**src/rtl/prefetch_pc_gen_if.sv**
```systemverilog
// prefetch_pc_gen_if: ICache request and fetch-stage handoff bundle
interface prefetch_pc_gen_if #(parameter int FETCH_WIDTH = 2);
  logic                   icache_req;
  logic [31:0]            icache_addr;
  logic                   icache_addr_ok;
  logic                   fs_allowin;
  logic                   to_fs_valid;
  logic [31:0]            to_fs_pc;
  logic [FETCH_WIDTH-1:0] to_fs_mask;
  logic                   to_fs_ex;
  logic [31:0]            to_fs_badvaddr;
  modport master (
    output icache_req, icache_addr, to_fs_valid, to_fs_pc, to_fs_mask, to_fs_ex, to_fs_badvaddr,
    input  icache_addr_ok, fs_allowin
  );
  modport slave (
    input  icache_req, icache_addr, to_fs_valid, to_fs_pc, to_fs_mask, to_fs_ex, to_fs_badvaddr,
    output icache_addr_ok, fs_allowin
  );
endinterface

```
**src/rtl/prefetch_pc_gen.sv**
```systemverilog
// prefetch_pc_gen: fetch-group PC generation with branch/delay-slot, correction, flush and ADEL handling
module prefetch_pc_gen #(
  parameter int          FETCH_WIDTH = 2,
  parameter logic [31:0] RESET_PC    = 32'hbfc0_0000
) (
  input  logic                            clk,
  input  logic                            reset,
  input  logic                            flush,
  input  logic [31:0]                     flush_pc,
  input  logic                            bpu_valid,
  input  logic                            bpu_taken,
  input  logic [$clog2(FETCH_WIDTH)-1:0]  bpu_slot,
  input  logic [31:0]                     bpu_target,
  input  logic                            corr_valid,
  input  logic [31:0]                     corr_target,
  prefetch_pc_gen_if.master               bus
);
  localparam int SLOT_W = $clog2(FETCH_WIDTH);
  localparam int LW = SLOT_W + 2;
  localparam logic [FETCH_WIDTH-1:0] ONES = '1;
  typedef enum logic [1:0] {SEQ, DELAY, TARGET, CORR} state_t;
  state_t state, state_nxt;
  logic valid, ex, accept, bpu_take, last;
  logic [31:0] fetch_pc, tgt, corr, cur_pc, grp;
  always_ff @(posedge clk) begin
    if (reset) begin
      valid    <= 1'b0;
      state    <= SEQ;
      fetch_pc <= RESET_PC;
      tgt      <= '0;
      corr     <= '0;
    end else begin
      valid <= 1'b1;
      state <= state_nxt;
      if (flush) fetch_pc <= flush_pc;
      else if (accept && state_nxt != DELAY) fetch_pc <= grp + 32'(4 * FETCH_WIDTH);
      if (!flush && !corr_valid && state == SEQ && bpu_take) tgt <= bpu_target;
      if (!flush && corr_valid) corr <= corr_target;
    end
  end
  // SEQ->DELAY keeps fetch_pc so the group after the branch is re-issued as the delay slot
  always_comb begin
    bpu_take  = bpu_valid && bpu_taken;
    last      = bpu_slot == SLOT_W'(FETCH_WIDTH - 1);
    state_nxt = flush ? SEQ :
                corr_valid ? CORR :
                state == SEQ ? (bpu_take ? (last ? DELAY : TARGET) : SEQ) :
                !accept ? state :
                state == DELAY ? TARGET : SEQ;
  end
  always_comb begin
    cur_pc             = state == TARGET ? tgt : state == CORR ? corr : fetch_pc;
    grp                = {cur_pc[31:LW], {LW{1'b0}}};
    ex                 = valid && |cur_pc[1:0];
    bus.icache_req     = valid && bus.fs_allowin && !flush && !ex;
    bus.icache_addr    = valid ? grp : '0;
    accept             = (bus.icache_req && bus.icache_addr_ok) || (ex && bus.fs_allowin && !flush);
    bus.to_fs_valid    = accept;
    bus.to_fs_pc       = valid ? grp : '0;
    bus.to_fs_mask     = !valid ? '0 : ex ? ONES : state == DELAY ? FETCH_WIDTH'(1) : ONES << cur_pc[LW-1:2];
    bus.to_fs_ex       = ex;
    bus.to_fs_badvaddr = ex ? cur_pc : '0;
  end
endmodule

```
**src/flat_wrapper.sv**
```systemverilog
// flat-port wrapper written by rule: the top's interface ports become plain ports
module prefetch_pc_gen_flat 
#(
  parameter int          FETCH_WIDTH = 2,
  parameter logic [31:0] RESET_PC    = 32'hbfc0_0000
)
  (clk, reset, flush, flush_pc, bpu_valid, bpu_taken, bpu_slot, bpu_target, corr_valid, corr_target, bus_icache_req, bus_icache_addr, bus_to_fs_valid, bus_to_fs_pc, bus_to_fs_mask, bus_to_fs_ex, bus_to_fs_badvaddr, bus_icache_addr_ok, bus_fs_allowin);
  prefetch_pc_gen_if #(.FETCH_WIDTH(FETCH_WIDTH)) bus_i ();
  input  logic clk;
  input  logic reset;
  input  logic flush;
  input  logic [31:0] flush_pc;
  input  logic bpu_valid;
  input  logic bpu_taken;
  input  logic [$clog2(FETCH_WIDTH)-1:0] bpu_slot;
  input  logic [31:0] bpu_target;
  input  logic corr_valid;
  input  logic [31:0] corr_target;
  output wire logic [$bits(bus_i.icache_req)-1:0] bus_icache_req;
  output wire logic [$bits(bus_i.icache_addr)-1:0] bus_icache_addr;
  output wire logic [$bits(bus_i.to_fs_valid)-1:0] bus_to_fs_valid;
  output wire logic [$bits(bus_i.to_fs_pc)-1:0] bus_to_fs_pc;
  output wire logic [$bits(bus_i.to_fs_mask)-1:0] bus_to_fs_mask;
  output wire logic [$bits(bus_i.to_fs_ex)-1:0] bus_to_fs_ex;
  output wire logic [$bits(bus_i.to_fs_badvaddr)-1:0] bus_to_fs_badvaddr;
  input wire logic [$bits(bus_i.icache_addr_ok)-1:0] bus_icache_addr_ok;
  input wire logic [$bits(bus_i.fs_allowin)-1:0] bus_fs_allowin;
  assign bus_icache_req = bus_i.icache_req;
  assign bus_icache_addr = bus_i.icache_addr;
  assign bus_to_fs_valid = bus_i.to_fs_valid;
  assign bus_to_fs_pc = bus_i.to_fs_pc;
  assign bus_to_fs_mask = bus_i.to_fs_mask;
  assign bus_to_fs_ex = bus_i.to_fs_ex;
  assign bus_to_fs_badvaddr = bus_i.to_fs_badvaddr;
  assign bus_i.icache_addr_ok = bus_icache_addr_ok;
  assign bus_i.fs_allowin = bus_fs_allowin;
  prefetch_pc_gen #(.FETCH_WIDTH(FETCH_WIDTH), .RESET_PC(RESET_PC)) u_core (.clk(clk), .reset(reset), .flush(flush), .flush_pc(flush_pc), .bpu_valid(bpu_valid), .bpu_taken(bpu_taken), .bpu_slot(bpu_slot), .bpu_target(bpu_target), .corr_valid(corr_valid), .corr_target(corr_target), .bus(bus_i));
endmodule
```
**config.mk**
```make
export PLATFORM = sky130hd
export DESIGN_NAME = prefetch_pc_gen_flat
export DESIGN_NICKNAME = d
export VERILOG_FILES = /design/src/rtl/prefetch_pc_gen_if.sv /design/src/rtl/prefetch_pc_gen.sv /design/src/flat_wrapper.sv
export SDC_FILE = /design/constraint.sdc
export NUM_CORES = 1
export LEC_CHECK = 0
export ABC_AREA = 1
export CAP_MARGIN = 20
export CORE_MARGIN = 2
export CORE_UTILIZATION = 47
export DETAILED_ROUTE_END_ITERATION = 6
export PLACE_DENSITY_LB_ADDON = 0.15
export SETUP_SLACK_MARGIN = 0.4
export SLEW_MARGIN = 5
export SYNTH_ARGS = -nofsm -noshare
export SYNTH_HDL_FRONTEND = slang
export SYNTH_SLANG_ARGS = --single-unit
export TNS_END_PERCENT = 30
```
**constraint.sdc**
```tcl
create_clock -name clk -period 2.9 [get_ports clk]
set_clock_uncertainty 0.05 [all_clocks]
set_input_delay 0.58 -clock clk [delete_from_list [all_inputs] [get_ports clk]]
set_output_delay 0.58 -clock clk [all_outputs]
set_load 0.1 [all_outputs]
```
Word level (Yosys, flattened, before mapping)
Cells that the tools add are included.
Operators by class
  mux-type cells: 17
  reductions and logical operators: 20
  shift operators: 1
  equal/unequal tests: 4
  $add $sub $neg: 1
Operator list (count)
  $mux 32: 6
  $add 32x4->32 const B: 1
  $mux 2: 10
  $logic_and 1x1->1: 13
  $eq 2x2->1 const B: 2
  $logic_not 1->1: 3
  $eq 2x1->1 const B: 1
  $logic_not 2->1: 1
  $ne 2x1->1 const B: 1
  $reduce_bool 2->1: 1
  $reduce_or 2->1: 1
  $shl 2x1->2 const A: 1
  $logic_or 1x1->1: 1
  $mux 1: 1
Word-level totals
  bits in registers: 99
  word-level logic and storage cells: 48
  output and inout bits: 101
  input bits: 105

Logic depth before layout (Yosys ltp)
  word-level depth: 17
  mapped depth: 16
  mapped depth without buffers: 15

Worst setup path before layout
No wires, ideal clock.
  path kind: register -> output
  start point: register u_core.state[1]
  end point: output port bus_to_fs_badvaddr[3]
  setup slack: -607 ps
  arrival: 2877 ps
  cell stages (with the launch flop): 9
  cell sequence: dfxtp_1 > inv_2 > buf_6 > nor2_4 > nand2_1 > nand3b_1 > nor2_1 > nand2_1 > inv_1
Between the ends
  cells in the longest elaborated chain, start to end: 6
RTL lines
  start: declaration: line prefetch_pc_gen.sv:22  | state_t state, state_nxt;
  start signal: assignment: line prefetch_pc_gen.sv:34  | state <= state_nxt;
  $eq 2x2->1: line prefetch_pc_gen.sv:52  | cur_pc = state == TARGET ? tgt : state == CORR ? corr : fetch_pc;
  $mux 32: line prefetch_pc_gen.sv:52
  $mux 32 *: line prefetch_pc_gen.sv:52
  $reduce_or 2->1: line prefetch_pc_gen.sv:54  | ex = valid && |cur_pc[1:0];
  $logic_and 1x1->1: line prefetch_pc_gen.sv:54
  $mux 32 *: line prefetch_pc_gen.sv:62  | bus.to_fs_badvaddr = ex ? cur_pc : '0;
  end: declaration: line flat_wrapper.sv:25  | output wire logic [$bits(bus_i.to_fs_badvaddr)-1:0] bus_to_fs_badvaddr;
Every way passes the cells marked *; elsewhere a longest branch is shown, timed or not.

Final worst setup path
  start point: register u_core.state[1]
  end point: output port bus_to_fs_badvaddr[30]
Same word-level chain as after synthesis.

==> results by group <==
Status
  • Status: finished clean

Floorplanning
  • Starting Density: 47.7%
  • Vert. Die Dim: 119 um
  • Rows: between 40 and 50
  • Die area: between 10000 and 15000 um^2
  • Core Area: around 13000 um^2
  • # IOs: 206
  • Die W: roughly 120 um

Clock tree
  • Worst skew pair latency: between 0.3 and 0.4 ns
  • Clk sinks: approximately 100
  • Max Root-Sink Buffers: 2
  • Total CTS buffers: 9
  • Clock Root Buffer: clkbuf_16
  • Clk slew on worst S/H paths: 0.06 ns
  • CTS tree: built
  • CTS Hold Bufs: 0
  • H-tree depth: 3

Power
  • Internal: about 2.8 mW
  • Psw: about 1.8 mW
  • Sw frac: about two fifths
  • Combinational Power Share: ~40%
  • Leak pwr: roughly 4.3 nW
  • PwrDens: between 400 and 500 nW/um^2
  • Part of the power in registers: 33.0%
  • Worst IR Drop VDD: 0.000294 V
  • Clock share of power: between 20% and 30%

Cells and area
  • Antenna cell count: 0
  • Layout Nets: ~1200
  • Final cell count without fillers: 1324
  • Share of layout cells above drive strength 1: between 20% and 30%
  • Post-layout util: about three quarters
  • Area Growth Syn to Fin: 59.2%

STA
  • Final setup fails: 0
  • Final WS setup: between 0.3 and 0.4 ns
  • Hold Fails Final Rpt: 0
  • Setup tns final: 0 ns
  • Slew Limit Fails: 0
  • Final worst-path cycle share: 88.8%
  • Slew @ Worst Pin: 0.910 ns
  • Final Critical Period: between 2 and 3 ns
  • RSZ-0062 raised after global routing: true
  • F_max: 0.388 GHz
  • Slew HR: 39.3%

Synth
  • Most area-consuming cells after synthesis: dfxtp_1, nor2_1, nand2_1
  • Sequential cell area fraction in the yosys report: about a third
  • Synth top area share: roughly a third
  • Cell with the most instances after synthesis: nor2_1
  • Synth Flop Type: dfxtp_1
  • Synth Register Bits: slightly below 100
  • Synth unique cells: 40
  • Syn Area/Cell: between 6 and 7 um^2
  • Post-synth EDFFs: 0
  • Warnings from Yosys: 0
  • Top cells by count, synth: nor2_1, nand2_1, dfxtp_1, o21ai_0, nand3_1
  • Async SR Flop Fraction: 0%
  • Post-Syn Instances: 978
  • Mapped cell area: slightly above 6000 um^2
  • Yosys top cell by area: dfxtp_1

Route
  • Vias: a little over 7000
  • WL final: about 23000 um
  • Vias/cell: between 5 and 6
  • Drt pass-1 iters: 6
  • DRC: 0
  • Routed wire per std cell: between 15 and 20 um
  • DR iter-0 viols: between 600 and 700
  • Antenna-violating nets left: 0

Place
  • Worst slack at placement: ~0.38 ns
  • HPWL after DPL: between 15000 and 20000 um
  • Post-Place Cells: ~1300
  • GPL Wtd Cong: approximately 0.99
  • Port buffer count: between 150 and 200

Global routing
  • Initial antenna violation count: 0
  • First-pass GRT wire length: around 36000 um
  • GRT overflow: 0
  • Vias in the first global route: between 6000 and 7000
  • Tot GR Track Use: about a third
  • Largest net degree at the start of global routing: 39

Worst setup path
  • Crit path kind: reg2out
  • Crit end category: primary output
  • CP startpoint kind: flip-flop
  • WP data required: roughly 2.3 ns
  • Top cell family by delay on the critical path: simple AND/OR/NAND/NOR gates
  • Critical Path, Cell by Cell: inv_2, buf_12, nor2_4, nand2_1, nand3b_1, inv_1, nor2_4, buf_12
  • Worst Path Max Fanout: 7
  • Reg-to-reg slack, setup: between 0.6 and 0.7 ns
  • WP buf/inv: 4
  • Crit path DAT: 1.95 ns
  • Slowest stage cell, crit path: dfxtp_4
  • CP peak stage delay: 0.38 ns

Run
  • Maxcap violations: 0

Min path
  • Worst Hold Class: reg2reg
==> per-stage QoR <==
stage | power [mW] | area (um^2) | hold slack (ns)
floorplan | 2.62 | 6430 | 0.379
global placement | 3.21 | 9200 | 0.398
detailed placement | 3.22 | 9200 | 0.399
CTS | 4.49 | 9830 | 0.410
global route | 4.68 | 9930 | 0.435
finish | 4.53 | 9930 | 0.411
==> state kept, by name, indices dropped and copies added (netlist names) <==
| name | count |
|---|---|
| u_core.corr | 32 |
| u_core.tgt | 32 |
| u_core.state | 2 |
| u_core.valid | 1 |
| u_core.fetch_pc | 32 |
==> routing by layer <==
| layer | up-vias | track usage, % | part of all wire [%] |
|---|---|---|---|
| li1 | 3417 | - | - |
| met1 | 3274 | 42.5 | 40 |
| met2 | 468 | 49.5 | 45 |
| met3 | 70 | 6.75 | 11 |
| met4 | 0 | 11.3 | 3.7 |
| met5 | - | 0 | 0 |
==> kinds of logic (layout without fill, tap and decap cells) <==
logic type | count (synthesis) | in the layout | synth area share, %
compound gates | 154 | 154 | 13.1
xor+xnor | 4 | 4 | 0.562
fa+ha+maj | 1 | 1 | 0.201
buf+inv | 174 | 339 | 14.4
flops | 99 | 99 | 31.8
mux | 2 | 2 | 0.321
other cells | 1 | 6 | 0.0601
simple gates | 543 | 543 | 39.6
==> path summary, 6_finish.rpt <==
check                               from                               end  depth (start not counted)
max           u_core.state[1]$_SDFF_PP0_            bus_to_fs_badvaddr[30]                          8
min          u_core.corr[0]$_SDFFE_PP0P_       u_core.corr[0]$_SDFFE_PP0P_                          2
max reg2reg   u_core.state[1]$_SDFF_PP0_  u_core.fetch_pc[24]$_SDFFE_PP1P_                         13
min reg2reg  u_core.corr[0]$_SDFFE_PP0P_       u_core.corr[0]$_SDFFE_PP0P_                          2
==> cell type report <==
cell class                      count  area [um^2]
Sequential cell                    99         1990
Inverter                           87          334
Clock inverter                      5         62.6
Fill cell                         969         3150
Multi-Input combinational cell    710         3700
Clock buffer                       11          243
Tap cell                          176          220
Timing Repair Buffer              236         3390
==> repair_timing <==
action,in CTS,in global routing
setup endpoints to repair,92,96
hold endpoints to repair,0,0
buffers inserted,12,2
resized for setup,44,19
pin swaps,8,9
cloned,2,1
==> placed cells by master (no fill, tap or decap), drive strengths merged <==
master	n
conb	6
clkinv	3
bufinv	1
nand4	4
o22ai	1
clkdlybuf4s50	104
clkbuf	12
dfxtp	99
o31ai	1
mux2i	2
a22oi	2
nand3	119
nor3b	1
ha	1
xor2	3
bufbuf	1
xnor2	1
inv	86
o211a	1
nor2	224
nor3	2
o21ai	105
nand3b	3
a21oi	36
a211oi	3
buf	130
o21bai	5
or2	2
clkinvlp	2
nand2	188
==> tightest hold or removal path: cells and delay by family (launching register included) <==
kind	cells	cell delay, ns
flip-flops	1	0.30
buffers and inverters	1	0.07
AO/OA/AOI/OAI	1	0.06
==> power groups by stage <==
stage / sequential (mW) / combinational (mW) / clock (mW)
after CTS: 1.49 / 1.77 / 1.23
after global routing: 1.50 / 1.90 / 1.28
after detailed placement: 1.52 / 1.70 / 0
after floorplan: 1.50 / 1.12 / 0
final: 1.49 / 1.81 / 1.23
after global placement: 1.52 / 1.69 / 0
(Power assumes the default switching activity.)
